[src/rtl/jtag_pkg.sv]
// Shared JTAG definitions: TAP state encoding, default opcodes,
// IR capture pattern and the data-register select type.
package jtag_pkg;

   typedef enum logic [3:0] {
      TAP_TEST_LOGIC_RESET = 4'd0,
      TAP_RUN_TEST_IDLE    = 4'd1,
      TAP_SELECT_DR        = 4'd2,
      TAP_CAPTURE_DR       = 4'd3,
      TAP_SHIFT_DR         = 4'd4,
      TAP_EXIT1_DR         = 4'd5,
      TAP_PAUSE_DR         = 4'd6,
      TAP_EXIT2_DR         = 4'd7,
      TAP_UPDATE_DR        = 4'd8,
      TAP_SELECT_IR        = 4'd9,
      TAP_CAPTURE_IR       = 4'd10,
      TAP_SHIFT_IR         = 4'd11,
      TAP_EXIT1_IR         = 4'd12,
      TAP_PAUSE_IR         = 4'd13,
      TAP_EXIT2_IR         = 4'd14,
      TAP_UPDATE_IR        = 4'd15
   } tap_state_e;

   localparam logic [3:0] INSTR_BYPASS = 4'b1111;
   localparam logic [3:0] INSTR_IDCODE = 4'b0001;
   localparam logic [3:0] INSTR_USER   = 4'b0010;

   // Fixed low bits loaded into the IR shift stage on Capture-IR.
   localparam logic [1:0] IR_CAPTURE_PAT = 2'b01;

   typedef enum logic [1:0] {
      SEL_BYPASS = 2'd0,
      SEL_IDCODE = 2'd1,
      SEL_USER   = 2'd2
   } dr_sel_e;

endpackage

[src/rtl/jtag_shift_reg.sv]
// Generic capture/shift/update register used for the IR and the USER DR.
// Shift stage shifts right with tdi_i entering the MSB; the update stage
// copies the shift stage on update_i. force_i loads force_val_i into the
// update stage and freezes the shift stage (used for Test-Logic-Reset).
module jtag_shift_reg #(
   parameter int               WIDTH       = 8,
   parameter logic [WIDTH-1:0] UPD_RST_VAL = '0
) (
   input  logic             clk,
   input  logic             srst,
   input  logic             force_i,
   input  logic [WIDTH-1:0] force_val_i,
   input  logic             capture_i,
   input  logic [WIDTH-1:0] capture_val_i,
   input  logic             shift_i,
   input  logic             tdi_i,
   input  logic             update_i,
   output logic [WIDTH-1:0] shift_o,
   output logic [WIDTH-1:0] update_o
);

   logic [WIDTH-1:0] shift_q, shift_d;
   logic [WIDTH-1:0] upd_q, upd_d;
   logic [WIDTH:0]   shift_ext;

   // Next-state: force beats capture, capture beats shift beats update.
   always_comb begin
      shift_d   = shift_q;
      upd_d     = upd_q;
      shift_ext = {tdi_i, shift_q};
      if (force_i) begin
         upd_d = force_val_i;
      end else if (capture_i) begin
         shift_d = capture_val_i;
      end else if (shift_i) begin
         shift_d = shift_ext[WIDTH:1];
      end else if (update_i) begin
         upd_d = shift_q;
      end
   end

   // State registers with synchronous reset.
   always_ff @(posedge clk) begin
      if (srst) begin
         shift_q <= '0;
         upd_q   <= UPD_RST_VAL;
      end else begin
         shift_q <= shift_d;
         upd_q   <= upd_d;
      end
   end

   assign shift_o  = shift_q;
   assign update_o = upd_q;

endmodule

[src/rtl/jtag_ir_dr_shifter.sv]
// TAP data path: instruction register plus BYPASS, IDCODE and USER data
// registers, driven by the one-hot TAP state strobes.
// Optional build macro JTAG_USER_CAPTURE_EN: when defined, Capture-DR on
// USER loads USER_DR_IN (live status); otherwise it reloads USER_DR_OUT.
module jtag_ir_dr_shifter #(
   parameter int                  IR_WIDTH     = 4,
   parameter int                  DR_WIDTH     = 8,
   parameter logic [31:0]         IDCODE_VAL   = 32'h1234_5001,
   parameter logic [IR_WIDTH-1:0] INSTR_IDCODE = IR_WIDTH'(jtag_pkg::INSTR_IDCODE),
   parameter logic [IR_WIDTH-1:0] INSTR_USER   = IR_WIDTH'(jtag_pkg::INSTR_USER)
) (
   input  logic                TCK,
   input  logic                RST,
   input  logic                TDI,
   input  logic                TLR,
   input  logic                CAPTURE_DR,
   input  logic                SHIFT_DR,
   input  logic                UPDATE_DR,
   input  logic                CAPTURE_IR,
   input  logic                SHIFT_IR,
   input  logic                UPDATE_IR,
   input  logic [DR_WIDTH-1:0] USER_DR_IN,
   output logic                TDO,
   output logic                TDO_EN,
   output logic [IR_WIDTH-1:0] IR_OUT,
   output logic [DR_WIDTH-1:0] USER_DR_OUT,
   output logic                USER_UPDATE
);

   import jtag_pkg::*;

   localparam logic [IR_WIDTH-1:0] IR_CAP_VAL = IR_WIDTH'(IR_CAPTURE_PAT);

   logic                ir_strobe;
   logic                ir_capture_en, ir_shift_en, ir_update_en;
   logic                dr_allowed;
   logic [IR_WIDTH-1:0] ir_shift;
   dr_sel_e             dr_sel;

   logic                user_capture_en, user_shift_en, user_update_en;
   logic [DR_WIDTH-1:0] user_shift;
   logic [DR_WIDTH-1:0] user_cap_val;

   logic                bypass_q, bypass_d;
   logic [31:0]         id_shift_q, id_shift_d;
   logic                user_update_q;

   // TLR outranks the IR strobes, which outrank the DR strobes.
   assign ir_strobe     = CAPTURE_IR | SHIFT_IR | UPDATE_IR;
   assign ir_capture_en = CAPTURE_IR & ~TLR;
   assign ir_shift_en   = SHIFT_IR & ~TLR;
   assign ir_update_en  = UPDATE_IR & ~TLR;
   assign dr_allowed    = ~TLR & ~ir_strobe;

   jtag_shift_reg #(
      .WIDTH       (IR_WIDTH),
      .UPD_RST_VAL (INSTR_IDCODE)
   ) u_ir (
      .clk           (TCK),
      .srst          (RST),
      .force_i       (TLR),
      .force_val_i   (INSTR_IDCODE),
      .capture_i     (ir_capture_en),
      .capture_val_i (IR_CAP_VAL),
      .shift_i       (ir_shift_en),
      .tdi_i         (TDI),
      .update_i      (ir_update_en),
      .shift_o       (ir_shift),
      .update_o      (IR_OUT)
   );

   // Decode the active data register from the latched instruction.
   always_comb begin
      dr_sel = SEL_BYPASS;
      if (IR_OUT == INSTR_IDCODE) begin
         dr_sel = SEL_IDCODE;
      end else if (IR_OUT == INSTR_USER) begin
         dr_sel = SEL_USER;
      end
   end

`ifdef JTAG_USER_CAPTURE_EN
   assign user_cap_val = USER_DR_IN;
`else
   logic unused_user_dr_in;
   assign unused_user_dr_in = ^USER_DR_IN;
   assign user_cap_val      = USER_DR_OUT;
`endif

   assign user_capture_en = CAPTURE_DR & dr_allowed & (dr_sel == SEL_USER);
   assign user_shift_en   = SHIFT_DR   & dr_allowed & (dr_sel == SEL_USER);
   assign user_update_en  = UPDATE_DR  & dr_allowed & (dr_sel == SEL_USER);

   jtag_shift_reg #(
      .WIDTH       (DR_WIDTH),
      .UPD_RST_VAL ('0)
   ) u_user (
      .clk           (TCK),
      .srst          (RST),
      .force_i       (1'b0),
      .force_val_i   ('0),
      .capture_i     (user_capture_en),
      .capture_val_i (user_cap_val),
      .shift_i       (user_shift_en),
      .tdi_i         (TDI),
      .update_i      (user_update_en),
      .shift_o       (user_shift),
      .update_o      (USER_DR_OUT)
   );

   // Next-state for the inline BYPASS and IDCODE shift registers.
   always_comb begin
      bypass_d   = bypass_q;
      id_shift_d = id_shift_q;
      if (dr_allowed && dr_sel == SEL_BYPASS) begin
         if (CAPTURE_DR) begin
            bypass_d = 1'b0;
         end else if (SHIFT_DR) begin
            bypass_d = TDI;
         end
      end
      if (dr_allowed && dr_sel == SEL_IDCODE) begin
         if (CAPTURE_DR) begin
            id_shift_d = IDCODE_VAL;
         end else if (SHIFT_DR) begin
            id_shift_d = {TDI, id_shift_q[31:1]};
         end
      end
   end

   // BYPASS/IDCODE registers and the one-cycle USER update pulse.
   always_ff @(posedge TCK) begin
      if (RST) begin
         bypass_q      <= 1'b0;
         id_shift_q    <= '0;
         user_update_q <= 1'b0;
      end else begin
         bypass_q      <= bypass_d;
         id_shift_q    <= id_shift_d;
         user_update_q <= user_update_en;
      end
   end

   assign USER_UPDATE = user_update_q;

   // TDO mux: IR shift wins, then the selected DR, otherwise idle low.
   always_comb begin
      TDO = 1'b0;
      if (SHIFT_IR) begin
         TDO = ir_shift[0];
      end else if (SHIFT_DR) begin
         case (dr_sel)
            SEL_IDCODE: TDO = id_shift_q[0];
            SEL_USER:   TDO = user_shift[0];
            default:    TDO = bypass_q;
         endcase
      end
   end

   assign TDO_EN = SHIFT_IR | SHIFT_DR;

endmodule

[config.mk]
export PLATFORM = sky130hd
export DESIGN_NAME = jtag_ir_dr_shifter
export DESIGN_NICKNAME = d
export VERILOG_FILES = /design/src/rtl/jtag_pkg.sv /design/src/rtl/jtag_shift_reg.sv /design/src/rtl/jtag_ir_dr_shifter.sv
export SDC_FILE = /design/constraint.sdc
export NUM_CORES = 1
export LEC_CHECK = 0
export CAP_MARGIN = 20
export CELL_PAD_IN_SITES_DETAIL_PLACEMENT = 1
export CELL_PAD_IN_SITES_GLOBAL_PLACEMENT = 2
export CORE_MARGIN = 1
export CORE_UTILIZATION = 42
export CTS_BUF_LIST = sky130_fd_sc_hd__clkbuf_16
export CTS_CLUSTER_DIAMETER = 50
export DETAILED_ROUTE_END_ITERATION = 8
export DONT_BUFFER_PORTS = 1
export PLACE_DENSITY = 0.83
export SLEW_MARGIN = 20
export SYNTH_ARGS = -nofsm -noshare
export SYNTH_HDL_FRONTEND = slang
export SYNTH_HIERARCHICAL = 1
export SYNTH_SLANG_ARGS = --single-unit
export TNS_END_PERCENT = 100
[constraint.sdc]
create_clock -name TCK -period 4.3 [get_ports TCK]
set_input_delay 1.075 -clock TCK [delete_from_list [all_inputs] [get_ports TCK]]
set_output_delay 1.075 -clock TCK [all_outputs]
set_load 0.02 [all_outputs]
Yosys cells after proc, flatten, opt, wreduce, memory -nomap -nowiden:

Cells that the tools add are included.

* bits in registers: 58
* input bits: 18
* logic and storage cells: 55

* equality and inequality tests: 4
* mux-type cells: 13
* bitwise logic cells: 19
* reductions and logical operators: 12

Operators by type and width (count)
* $mux W32: 2
* $mux W8: 2
* $and A1 B1 Y1: 10
* $mux W4: 2
* $not A1 Y1: 6
* $reduce_and A2 Y1: 3
* $reduce_and A3 Y1: 2
* $reduce_bool A2 Y1: 3
* $eq A4 B1 Y1 const B: 1
* $eq A4 B2 Y1 const B: 1
* $mux W1: 4
* $mux W2: 2
* $or A1 B1 Y1: 3
* $eq A2 B1 Y1 const B: 1
* $eq A2 B2 Y1 const B: 1
* $logic_and A1 B1 Y1: 2
* $logic_not A2 Y1: 1
* $pmux W1 S2: 1
* $reduce_or A2 Y1: 1

Depth between registers and ports, before layout:

* depth in word-level cells: 8
* gate-level depth with buffers: 8
* mapped depth without buffers: 6

Cells and area by module:

Netlist, hierarchy kept.

By module, submodules not included
* jtag_ir_dr_shifter: times used 1, cells each 182, area each 1704.1 um2
* jtag_shift_reg at u_user: times used 1, cells each 82, area each 768.2 um2
* jtag_shift_reg at u_ir: times used 1, cells each 43, area each 440.4 um2

Least setup slack after synthesis:

No wires, ideal clock.

* kind: input to output
* start point: input SHIFT_IR
* end point: output TDO
* arrival: 1718 ps
* required time: 3225 ps
* setup slack: 1507 ps
* stages on the path: 3
* path buffers: 0
* cells stage by stage: nand2b_1 a2111oi_0 a211o_1

* longest elaborated chain between the ends: 1

RTL lines
* start: declaration: RTL line jtag_ir_dr_shifter.sv:20 `input logic SHIFT_IR,`
* $mux W1: RTL line jtag_ir_dr_shifter.sv:149 `if (SHIFT_IR) begin`
* end: declaration: RTL line jtag_ir_dr_shifter.sv:23 `output logic TDO,`

No other way between the ends.

Worst setup path in the final report:

* start point: input SHIFT_IR
* end point: register u_user.shift_q[0] (netlist: u_user/shift_o[0])

* longest elaborated chain between the ends: 7
* elaborated cells between the ends (all ways): 10
* classes of those cells: 1 x mux; 8 x bitwise; 1 x reduce/logical

RTL lines
* $or A1 B1 Y1 (*) (2 in series): RTL line jtag_ir_dr_shifter.sv:49 `assign ir_strobe = CAPTURE_IR | SHIFT_IR | UPDATE_IR;`
* $not A1 Y1 (*): RTL line jtag_ir_dr_shifter.sv:53 `assign dr_allowed = ~TLR & ~ir_strobe;`
* $and A1 B1 Y1 (*): RTL line jtag_ir_dr_shifter.sv:53
* $and A1 B1 Y1 (*) (2 in series): RTL line jtag_ir_dr_shifter.sv:90 `assign user_capture_en = CAPTURE_DR & dr_allowed & (dr_sel == SEL_USER);`
* via user_capture_en: RTL line jtag_ir_dr_shifter.sv:40 `logic user_capture_en, user_shift_en, user_update_en;`
* $mux W8 / $reduce_bool A2 Y1 (equally long branches)
* end signal: assignment: RTL line jtag_shift_reg.sv:48 `shift_q <= shift_d;`
* end: declaration: RTL line jtag_shift_reg.sv:22 `logic [WIDTH-1:0] shift_q, shift_d;`

Mark *: on every way through the listed nets, which the timed path passes. The rest lies on a longest branch.
A chain may end at the register's enable or synchronous reset.

==> results.md <==
* PortBufs at 0
* Min-delay worst type: flop to flop
* Clk_lat worst skew at 320 ps
* First-pass GRT wire length at 12.0 mm
* Post-route cell area at 3170 µm²
* Placed instance count at 369
* # fillers at 762
* Fin util at 48.5%
* Vias in the first global route at 2,356
* Layout cells sized above 1 at 11.4%
* Inserted Clock Buffers at 9
* Sequential share of the synthesized area at 39.9%
* Max Root-Sink Buffers at 2
* Synth cell types at 48
* Overall Power at 1.33 mW
* Initial antenna violation count at 0
* Final Non-Filler Cells at 384
* Cell area power density at 420 nW/µm²
* Least-Margin Pin Slew at 1030 ps
* Die X at 85.3 µm
* CP Max Fanout at 16
* Residual DRC count at 0
* Synth warn at 6
* # H-tree levels at 3
* Maximum VDD drop at 0.196 mV
* Multi-input logic area at 1490 µm²
* Antenna cells at 0
* Hold path depth at 2
* Mapped Area at 2910 µm²
* Worst setup EP type: flop
* Post-Synth XOR/XNOR Area at 0.301%
* Slowest stage cell, crit path: nor4_4
* Critical path cell sequence: nor4_4, and4b_2, and2_1, o21ba_1, nor2_1, a211oi_1
* Synth top area cells: dfxtp_1, o41ai_1, o311ai_1, a211oi_1, inv_1
* Fraction of the mapped netlist area in simple logic gates at 14.3%
* Synth area leader: dfxtp_1
* Fin nets at 321
* Die height at 85.3 µm
* Skew final at 7.63 ps
* # IOs at 33
* Kind of critical path: primary input to flop
* Outcome: finished, final reports clean
* Adder-Cell Fraction of Synth Area at 0%
* Hpwl dp at 4.04 mm
* Final Setup Violations at 0
* WP data arrival at 3290 ps
* Avg WL per Cell at 17.9 µm
* Area growth from synthesis to layout at 8.81%
* Post-Synthesis Cells at 307
* Total Routed Length at 6.89 mm
* FF+latch area at 1160 µm²
* Share of the synthesized area in the top cell type at 39.9%
* Resized Gates After CTS at 0
* Max Cap Viol at 0
* DRT Pass-1 Iters at 4
* CTS tree: done
* Clk slew on worst S/H paths at 50 ps
* RD Place Congestion at 0.672
* Global route total overflow at 0
* Number of setup buffers added after CTS at 0
* Hold_buf cts at 0
* Leak at 1.01 nW
* Complex-gate fraction of the synthesized area at 29.8%
* Fin crit period at 3060 ps
* Worst Path Required at 4530 ps
* Final ANT Viol Nets at 0
* DR vias at 2,327
* F_max at 327 MHz
* Clock root buffer: clkbuf_16
* Tcrit/Tclk final at 71.2%
* Largest family of logic cells by synthesized area: compound AO/OA/AOI/OAI gates
* Clock sink count at 58
* Worst R2R Path Depth at 3
* Slew Limit Fails at 0
* Avg Synthesized Cell Area at 9.49 µm²
* Final setup TNS at 0 ps
* Largest net degree at the start of global routing at 58
* Rel. slew slack at 31.3%
* Max stage delay on crit path at 600 ps
* RSZ-0062 raised after global routing: false
* GR Util All Layers at 20.7%
* Initial DRC count at 136
* Core area at 6530 µm²
* Starting Density at 44.6%
* Post-synthesis mux area share at 4.47%
* CP Launch Type: primary input
* Vias per cell at 6.06
* Placed Instance Area at 2890 µm²
* Synthesis-stage register bit count at 58
* Row cnt at 29
* Hold Violations, Final at 0
* Die area at 7270 µm²
## path summary, 6_finish.rpt
path | startpoint | to | slack [ps]
worst min-delay path | id_shift_q[3] | id_shift_q[2] | 460
worst min register to register | id_shift_q[3] | id_shift_q[2] | 460
worst max-delay path | SHIFT_IR | u_user/shift_o[0] | 1240
worst max register to register | u_ir/update_o[0] | id_shift_q[18] | 1990
## stage by stage
stage                     setup WS (ps)  hold WS [ps]
after CTS                          1300           464
final                              1240           458
after detailed placement           1010           459
after global placement             1050           444
after floorplan                    1510           435
after global routing               1090           484
## per-layer routing
| layer | wire (µm) | vias up | GRT usage, % |
|---|---|---|---|
| met2 | 3100 | 30 | 32.1 |
| met4 | 80 | 0 | 7.27 |
| met3 | 221 | 6 | 5.45 |
| met1 | 3490 | 1144 | 28.0 |
| met5 | 0 | - | 0 |
| li1 | - | 1147 | - |
## state kept, by name (all words and copies together), names as in the netlist
signal	cells
bypass_q	1
u_user/update_o	8
u_user/shift_o	8
id_shift_q	32
u_ir/shift_o	4
USER_UPDATE	1
u_ir/update_o	4
## power breakdown
group | total (mW) | internal [mW] | switching, mW | leakage (nW)
Combinational | 0.0849 | 0.0280 | 0.0569 | 0.396
Sequential | 0.576 | 0.551 | 0.0254 | 0.471
Clock | 0.671 | 0.436 | 0.235 | 0.145
Total | 1.33 | 1.01 | 0.318 | 1.01
## placed cells by master, fill, tap and decap left out, types with 2 or more instances in the layout
cell type and n:
a211oi_1 21, dfxtp_1 58, and2_1 3, clkinv_2 2, nor3b_4 2, nand2_1 10
mux2i_1 13, nor2_1 21, nand3b_1 3, a221oi_2 2, nor2b_1 3, o311ai_0 4
o311ai_1 19, or2_2 2, a21oi_1 9, nor3_1 3, inv_1 38, a31oi_1 8
o21ba_1 2, a211oi_2 2, a221oi_1 6, nor3_2 3, clkbuf_16 9, a2111oi_2 3
conb_1 17, o41ai_1 23
## cell usage after synthesis (all sizes together)
| library cell | n |
|---|---|
| conb | 2 |
| a2111oi | 4 |
| or4 | 1 |
| buf | 15 |
| a31oi | 8 |
| o311ai | 24 |
| xor2 | 1 |
| dfxtp | 58 |
| nor2b | 3 |
| o21ba | 2 |
| nand2b | 1 |
| nor4 | 1 |
| a211oi | 23 |
| or4b | 1 |
| mux2i | 13 |
| or2 | 2 |
| nand3b | 3 |
| nand3 | 1 |
| nand2 | 10 |
| nor4b | 1 |
| and2 | 3 |
| a221oi | 8 |
| and3 | 1 |
| o21ai | 1 |
| or3b | 2 |
| clkbuf | 16 |
| nor3b | 3 |
| and4b | 1 |
| inv | 36 |
| a21oi | 9 |
| nor3 | 7 |
| o41ai | 23 |
| nor2 | 22 |
| a211o | 1 |
## final cells by class
cell class	instances	area share [%]
clock buffer	9	7.11
clock inverter	6	1.62
inverter	36	4.26
multi-input combinational	197	47.1
sequential	58	36.6
tap	77	3.04
timing repair buffer	1	0.237
## cells by family (layout without fill, tap and decap cells)
kind of cell,Yosys count,count (layout)
AOI/OAI and AO/OA,103,103
buffers and inverters,67,52
and+or+nand+nor,63,63
DFF,58,58
muxes,13,13
other,2,17
xor gates and xnor gates,1,1
## worst max-delay path, delay by kind of cell
kind / cells / cell delay (ps)
and+or+nand+nor: 4 / 1340
AOI/OAI and AO/OA: 2 / 860
Power figures use the tool's default switching activity.
